--- src/rtl/instr_sequencer_pkg.sv ---
// Shared definitions for the instruction sequencer: opcode values and FSM
// state encoding.
package instr_sequencer_pkg;

    localparam int OPC_W = 3;

    typedef enum logic [OPC_W-1:0] {
        OP_MV   = 3'd0,
        OP_MVI  = 3'd1,
        OP_ADD  = 3'd2,
        OP_SUB  = 3'd3,
        OP_HALT = 3'd7
    } opcode_t;

    typedef enum logic [3:0] {
        S_IDLE,
        S_FETCH,
        S_LATCH,
        S_IMM_FETCH,
        S_IMM_LATCH,
        S_ISSUE,
        S_WAIT_DONE,
        S_HALTED,
        S_ERROR
    } state_t;

endpackage

--- src/rtl/instr_sequencer_if.sv ---
// Bus bundle between the sequencer, its synchronous program ROM and the
// control unit it feeds. The master side is the sequencer.
interface instr_sequencer_if #(
    parameter int DATA_W = 9,
    parameter int ADDR_W = 5
) ();

    logic [ADDR_W-1:0] mem_addr;
    logic              mem_rd;
    logic [DATA_W-1:0] mem_data;
    logic [DATA_W-1:0] IR;
    logic [DATA_W-1:0] DIN;
    logic              Run;
    logic              Done;

    modport master (
        output mem_addr, mem_rd, IR, DIN, Run,
        input  mem_data, Done
    );

    modport slave (
        input  mem_addr, mem_rd, IR, DIN, Run,
        output mem_data, Done
    );

endinterface

--- src/rtl/instr_sequencer.sv ---
// Instruction sequencer: fetches instruction words (plus the immediate for
// mvi) from a synchronous ROM, pulses Run, then holds IR/DIN until the
// control unit answers with Done. Stops on HALT, illegal opcode or timeout.
module instr_sequencer
    import instr_sequencer_pkg::*;
#(
    parameter int DATA_W      = 9,
    parameter int ADDR_W      = 5,
    parameter int TIMEOUT_CYC = 16,
    parameter int CNT_W       = 16
) (
    input  logic              clk,
    input  logic              Resetn,
    input  logic              start,
    instr_sequencer_if.master bus,
    output logic              busy,
    output logic              halted,
    output logic              error,
    output logic [ADDR_W-1:0] pc,
    output logic [CNT_W-1:0]  instr_count
);

    localparam int TMO_W = $clog2(TIMEOUT_CYC + 1);

    state_t            state_q, state_d;
    logic [ADDR_W-1:0] pc_q, pc_d;
    logic [DATA_W-1:0] ir_q, ir_d;
    logic [DATA_W-1:0] din_q, din_d;
    logic [CNT_W-1:0]  cnt_q, cnt_d;
    logic [TMO_W-1:0]  tmo_q, tmo_d;

    logic [OPC_W-1:0]  rom_opc;
    logic [OPC_W-1:0]  ir_opc;

    assign rom_opc = bus.mem_data[DATA_W-1 -: OPC_W];
    assign ir_opc  = ir_q[DATA_W-1 -: OPC_W];

    // State and datapath registers; everything clears on the async reset.
    always_ff @(posedge clk or negedge Resetn) begin
        if (!Resetn) begin
            state_q <= S_IDLE;
            pc_q    <= '0;
            ir_q    <= '0;
            din_q   <= '0;
            cnt_q   <= '0;
            tmo_q   <= '0;
        end else begin
            // NOTE: sequential state uses non-blocking assignments so every
            // register samples the pre-edge values of the others.
            state_q <= state_d;
            pc_q    <= pc_d;
            ir_q    <= ir_d;
            din_q   <= din_d;
            cnt_q   <= cnt_d;
            tmo_q   <= tmo_d;
        end
    end

    // Next-state, datapath updates, ROM strobes and the Run pulse.
    always_comb begin
        // NOTE: every target gets a default first, so no branch leaves a
        // value unassigned and no latch is inferred.
        state_d      = state_q;
        pc_d         = pc_q;
        ir_d         = ir_q;
        din_d        = din_q;
        cnt_d        = cnt_q;
        tmo_d        = tmo_q;
        bus.mem_rd   = 1'b0;
        bus.mem_addr = pc_q;
        bus.Run      = 1'b0;

        case (state_q)
            S_IDLE, S_HALTED, S_ERROR: begin
                if (start) begin
                    state_d = S_FETCH;
                    pc_d    = '0;
                    cnt_d   = '0;
                end
            end
            S_FETCH: begin
                bus.mem_rd = 1'b1;
                state_d    = S_LATCH;
            end
            S_LATCH: begin
                // The word is kept even when it is not issued, for debug.
                ir_d = bus.mem_data;
                case (rom_opc)
                    OP_MVI:                state_d = S_IMM_FETCH;
                    OP_MV, OP_ADD, OP_SUB: state_d = S_ISSUE;
                    OP_HALT:               state_d = S_HALTED;
                    default:               state_d = S_ERROR;
                endcase
            end
            S_IMM_FETCH: begin
                bus.mem_rd   = 1'b1;
                bus.mem_addr = pc_q + ADDR_W'(1);
                state_d      = S_IMM_LATCH;
            end
            S_IMM_LATCH: begin
                din_d   = bus.mem_data;
                state_d = S_ISSUE;
            end
            S_ISSUE: begin
                bus.Run = 1'b1;
                tmo_d   = '0;
                state_d = S_WAIT_DONE;
            end
            S_WAIT_DONE: begin
                // Done wins over an expiring timeout in the same cycle.
                if (bus.Done) begin
                    pc_d    = pc_q + ((ir_opc == OP_MVI) ? ADDR_W'(2) : ADDR_W'(1));
                    cnt_d   = (cnt_q == '1) ? cnt_q : cnt_q + CNT_W'(1);
                    state_d = S_FETCH;
                end else begin
                    tmo_d = tmo_q + TMO_W'(1);
                    if (tmo_q == TMO_W'(TIMEOUT_CYC - 1)) begin
                        state_d = S_ERROR;
                    end
                end
            end
            default: state_d = S_IDLE;
        endcase
    end

    assign busy        = !(state_q inside {S_IDLE, S_HALTED, S_ERROR});
    assign halted      = (state_q == S_HALTED);
    assign error       = (state_q == S_ERROR);
    assign pc          = pc_q;
    assign instr_count = cnt_q;
    assign bus.IR      = ir_q;
    assign bus.DIN     = din_q;

endmodule

--- src/flat_wrapper.sv ---
// flat-port wrapper written by rule: the top's interface ports become plain ports
module instr_sequencer_flat import instr_sequencer_pkg::*;
#(
    parameter int DATA_W      = 9,
    parameter int ADDR_W      = 5,
    parameter int TIMEOUT_CYC = 16,
    parameter int CNT_W       = 16
)
  (clk, Resetn, start, busy, halted, error, pc, instr_count, bus_mem_addr, bus_mem_rd, bus_IR, bus_DIN, bus_Run, bus_mem_data, bus_Done);
  instr_sequencer_if #(.DATA_W(DATA_W), .ADDR_W(ADDR_W)) bus_i ();
  input  logic clk;
  input  logic Resetn;
  input  logic start;
  output logic busy;
  output logic halted;
  output logic error;
  output logic [ADDR_W-1:0] pc;
  output logic [CNT_W-1:0] instr_count;
  output wire logic [$bits(bus_i.mem_addr)-1:0] bus_mem_addr;
  output wire logic [$bits(bus_i.mem_rd)-1:0] bus_mem_rd;
  output wire logic [$bits(bus_i.IR)-1:0] bus_IR;
  output wire logic [$bits(bus_i.DIN)-1:0] bus_DIN;
  output wire logic [$bits(bus_i.Run)-1:0] bus_Run;
  input wire logic [$bits(bus_i.mem_data)-1:0] bus_mem_data;
  input wire logic [$bits(bus_i.Done)-1:0] bus_Done;
  assign bus_mem_addr = bus_i.mem_addr;
  assign bus_mem_rd = bus_i.mem_rd;
  assign bus_IR = bus_i.IR;
  assign bus_DIN = bus_i.DIN;
  assign bus_Run = bus_i.Run;
  assign bus_i.mem_data = bus_mem_data;
  assign bus_i.Done = bus_Done;
  instr_sequencer #(.DATA_W(DATA_W), .ADDR_W(ADDR_W), .TIMEOUT_CYC(TIMEOUT_CYC), .CNT_W(CNT_W)) u_core (.clk(clk), .Resetn(Resetn), .start(start), .bus(bus_i), .busy(busy), .halted(halted), .error(error), .pc(pc), .instr_count(instr_count));
endmodule
--- config.mk ---
export PLATFORM = sky130hd
export DESIGN_NAME = instr_sequencer_flat
export DESIGN_NICKNAME = d
export VERILOG_FILES = /design/src/rtl/instr_sequencer_pkg.sv /design/src/rtl/instr_sequencer_if.sv /design/src/rtl/instr_sequencer.sv /design/src/flat_wrapper.sv
export SDC_FILE = /design/constraint.sdc
export NUM_CORES = 1
export LEC_CHECK = 0
export BUFFER_PORTS_ARGS = -buffer_cell sky130_fd_sc_hd__buf_2
export CAP_MARGIN = 20
export CORE_ASPECT_RATIO = 1.2
export CORE_MARGIN = 5
export CORE_UTILIZATION = 54
export CTS_BUF_LIST = sky130_fd_sc_hd__clkbuf_16
export CTS_CLUSTER_DIAMETER = 60
export CTS_CLUSTER_SIZE = 40
export DETAILED_ROUTE_END_ITERATION = 16
export PLACE_DENSITY = 0.81
export SLEW_MARGIN = 20
export SYNTH_ARGS = -nofsm -noshare
export SYNTH_HDL_FRONTEND = slang
export SYNTH_SLANG_ARGS = --single-unit
--- constraint.sdc ---
create_clock -name clk -period 2.55 [get_ports clk]
set_clock_uncertainty 0.05 [all_clocks]
set_input_delay 0.51 -clock clk [delete_from_list [all_inputs] [get_ports clk]]
set_output_delay 0.51 -clock clk [all_outputs]
set_load 0.01 [all_outputs]
---- Word level (Yosys, flattened, before mapping) ----
Index checks and enable logic that the tools add are counted.
storage, ports and cells
  output and inout port bits .............. 49
  bits in registers ....................... 48
  input bits .............................. 13
cells by class
  reduce and logical (&&, ||, !) cells .... 13
  $add $sub $neg .......................... 4
  mux-type cells .......................... 18
  equality and inequality tests ........... 20
operators by type and width
  kind                                                                   count
  16-bit 2-to-1 mux                                                      3
  16-bit case mux with 2 select lines                                    1
  4-bit case mux with 7 select lines                                     1
  5-bit 2-to-1 mux                                                       4
  5-bit case mux with 2 select lines                                     2
  16-bit by 1-bit adder with 16-bit output, second input constant        1
  16-bit equality test, second input constant                            1
  4-bit by 3-bit equality test with 1-bit output, second input constant  4
  4-bit 2-to-1 mux                                                       3
  4-bit case mux with 3 select lines                                     1
  5-bit by 1-bit adder with 5-bit output, second input constant          2
  4-bit by 2-bit equality test with 1-bit output, second input constant  2
  2-bit != test, second input constant                                   4
  3-bit by 1-bit equality test with 1-bit output, second input constant  2
  3-bit by 2-bit equality test with 1-bit output, second input constant  2
  3-bit OR reduction                                                     2
  5-bit adder                                                            1
  5-bit by 4-bit equality test with 1-bit output, second input constant  1
  4-bit by 1-bit equality test with 1-bit output, second input constant  1
  4-bit equality test, second input constant                             1
  4-bit logical NOT                                                      1
  2-bit AND reduction                                                    2
  4-bit AND reduction                                                    1
  2-bit nonzero test                                                     2
  other kinds (9)                                                        10

---- Longest topological paths before layout ----
  word-level depth ........................ 5
  gate-level depth with buffers ........... 8
  gate-level depth less buffers ........... 8

---- Worst setup path after synthesis ----
Ideal clock, no wire load.
  path type ............................... register to output
  start ................................... register u_core.state_q[0]
  end ..................................... output port bus_mem_addr[3]
  arrival ................................. 1.545 ns
  slack ................................... 0.445 ns
  buffers on the path ..................... 1
  stages on the path, launching flop included .. 6
  path through ............................ dfrtp_1 > buf_1 > nand2_1 > nor3_1 > nand4_1 > xnor2_1
between the ends
  longest elaborated chain between the ends .. 2
ends and longest elaborated chain
  element                                         line                   RTL
  from (decl)                                     instr_sequencer.sv:25  state_t state_q, state_d;
  from (signal assigned)                          instr_sequencer.sv:50  state_q <= state_d;
  4-bit by 2-bit equality test with 1-bit output  instr_sequencer.sv:73  case (state_q)
  5-bit 2-to-1 mux                                instr_sequencer.sv:73
  to (decl)                                       flat_wrapper.sv:19     output wire logic [$bits(bus_i.mem_addr)-1:0] bus_mem_addr;
Every way passes these cells.

---- Worst setup path after layout ----
  start ................................... register u_core.state_q[3]
  end ..................................... output port bus_mem_addr[4]
Same word-level chain as after synthesis.

==> summary.md <==
| Metric | Value |
|---|---|
| Seq cells post-synth | 48 |
| Post-Layout Cell Count | 385 |
| H-tree depth | 2 |
| Peak VDD IR | approximately 0.67 mV |
| Synth unique cells | 60 |
| HP Class | primary input to async pin |
| DR WL/cell | 15.6 µm |
| Worst r2r src | u_core.instr_count[0] |
| Ports | 62 |
| Post-Synthesis Cells | 256 |
| Fin worst setup slack | 250 ps |
| CTS Buffer Depth | 2 |
| Routability cong. | 0.788 |
| # Post-CTS Setup Buffers | 0 |
| Worst path max stage delay | 390 ps |
| Critical path fanouts, max | 13 |
| Worst Tran Pin Value | 753 ps |
| Most frequent CP cell | buf_4 |
| Slew HR | ~50% |
| Cell breakdown of the critical path | buf_4 -> nor3_1 -> buf_4 -> nand4_1 -> xnor2_1 -> buf_2 |
| Min Tclk post-route | 2300 ps |
| Slowest stage cell on the critical path | dfrtp_1 |
| CTS Sinks | 48 |
| Slew Limit Fails | 0 |
| Hold Buf Count CTS | 0 |
| Main flop type after synthesis | dfrtp_1 |
| Register area share after synthesis | a little under half |
| Number of flops mapped to enable cells by yosys | 0 |
| Layout cells sized above 1 | 35.1% |
| Crit path from | u_core.state_q[3] |
| Clock-pin slew on the worst setup and hold paths | roughly 60 ps |
| DP Area | just over 3000 µm² |
| Worst setup EP type | output pin |
| Syn_nets | 276 |
| Maxcap violations | 0 |
| Largest net degree at the start of global routing | 35 |
| Antenna diodes | 0 |
| First-pass GRT wire length | ~10 mm |
| Area Overhead vs Synth | 21.4% |
| WP buf/inv | 3 |
| Antenna violations before repair | 0 |
| Chip height | 86.8 µm |
| Worst EP arrival | 1740 ps |
| Placed Cells | 377 |
| RSZ-0062 raised after global routing | false |
| Hold slack | 235 ps |
| Synth Area per Inst | 10.4 µm² |
| Die Area | 6420 µm² |
| Biggest area consumer among synthesized cells | dfrtp_1 |
| Total gr overflow | 0 |
| Via count | 2263 |
| Fin nets | 344 |
| Post-route design area | 3220 µm² |
| Final Hold Vio Count | 0 |
| Die width | around 74 µm |
| Total wire length | 6.00 mm |
| Row cnt | 28 |
| # DRC | 0 |
| CTS root buf | clkbuf_16 |
| Core area | 4830 µm² |
| Crit-path leading delay family | buffers and inverters |
| Number of global-route vias before repair | between 2k and 2.5k |
| Input/output buffers | 61 |
| Clk_lat worst skew | 290 ps |
| Startpoint Class | flip-flop |
| Ys Warns | 0 |
| Period utilisation layout | approximately 90% |
| Post-route ant nets | 0 |
| CTS tree | built |
| Setup TNS Final | 0 ps |
| Status | completed |
| Post_cts resized | 0 |
| DRT Pass-1 Iters | 4 |
| Fill cells | 409 |
| Critical path type | flip-flop to output pin |
| Initial Utilization | between 50 and 60% |
| Power Density | 1020 nW/µm² |
| Top cell type's share of synthesized area | 45.3% |
| # setup viols final | 0 |
| WP data required | ~2000 ps |
| Total GRT Usage | between 20% and 30% |
| Drt initial violations | 133 |
| Post-synth ARST share | 100% |
| Leading post-synthesis cells by cell area | dfrtp_1, mux2_2, a31oi_1, ha_1, nand2_1 |
| Syn Std Cell Area | 2650 µm² |
| CTS buffer count | 5 |
| Pleak | 0.00151 µW |
| Post-DP HPWL | 4.49 mm |
| Fmax | roughly 0.43 GHz |
| Vias per cell | approximately 6 |
| DP Worst Slack | between 500 and 600 ps |
## synthesized netlist by cell type (all sizes together), types with 6 or more instances
library cell,n
inv,11
mux2,21
a21oi,6
o21ai,13
nand2,19
nand3,13
dfrtp,48
nand2b,6
nor3,10
nor2,12
a31oi,14
buf,6
ha,6
nand4,7
nor4,6
## cells in the final DEF (no fill, tap or decap), types with 3 or more instances in the layout
master	netlist	final
nor4_1	4	4
o21a_1	3	3
nor2b_1	4	4
nand2_1	19	19
buf_4	0	10
nor2_1	12	12
o21ai_0	10	10
mux2_2	20	20
dfrtp_1	48	48
clkbuf_16	0	5
a31oi_1	14	14
xnor2_1	4	4
inv_1	10	10
nand2b_1	6	6
a21oi_1	6	6
xor2_1	5	5
o211ai_1	3	3
nor3_1	9	9
buf_2	4	61
nand4_1	5	5
nand3_1	12	12
ha_1	6	6
## final timing paths
path / end / slack (ps) / depth (start not counted)
min: u_core.instr_count[6] / 240 / 1
max in group asynchronous: u_core.state_q[3] / 1570 / 2
min in group clk: u_core.bus.IR[1] / 410 / 2
min reg2reg: u_core.bus.IR[1] / 430 / 1
max: bus_mem_addr[4] / 250 / 6
max reg2reg: u_core.instr_count[15] / 530 / 5
## stage by stage
stage / total power [µW] / util, %
after global routing: 3540 / 66.6
final: 3280 / 66.6
after floorplan: 2120 / -
after CTS: 3320 / 66.6
after global placement: 2640 / 63.7
after detailed placement: 2690 / 63.7
## per-layer routing
metal / share of wire (%) / up-vias / GRT usage [%]
li1: - / 1082 / -
met1: 41 / 1106 / 25.8
met2: 51 / 67 / 33.9
met3: 5.9 / 8 / 4.99
met4: 1.7 / 0 / 7.41
met5: 0 / - / 0
## where the power goes
group | internal (µW) | switching [µW] | total (µW)
Combinational | 673 | 773 | 1450
Sequential | 1010 | 200 | 1210
Clock | 356 | 264 | 620
Total | 2040 | 1240 | 3280
## flip-flops by register name, summed over array words and instances, names as in the netlist
name	count
u_core.tmo_q	5
u_core.pc	5
u_core.bus.IR	9
u_core.bus.DIN	9
u_core.instr_count	16
u_core.state_q	4
## final cells by class
type	instances	area, µm²	area share [%]
multi-input cells	186	1360	42.3
flip-flops and latches	48	1200	37.3
repair buffers	72	400	12.4
inverters	11	41.3	1.28
well taps	60	75.1	2.33
clock buffers	5	125	3.89
clock inverters	3	13.8	0.427
## logic make-up (layout without fill, tap and decap cells)
logic type	Yosys count	count (layout)	synth area share, %
xor gates and xnor gates	9	9	2.97
buffers and inverters	22	91	3.58
adders and majority gates	7	7	3.58
muxes	21	21	8.91
and+or+nand+nor	94	94	21.2
DFF	48	48	45.3
AOI/OAI and AO/OA	55	55	14.5
(Power assumes the default switching activity.)
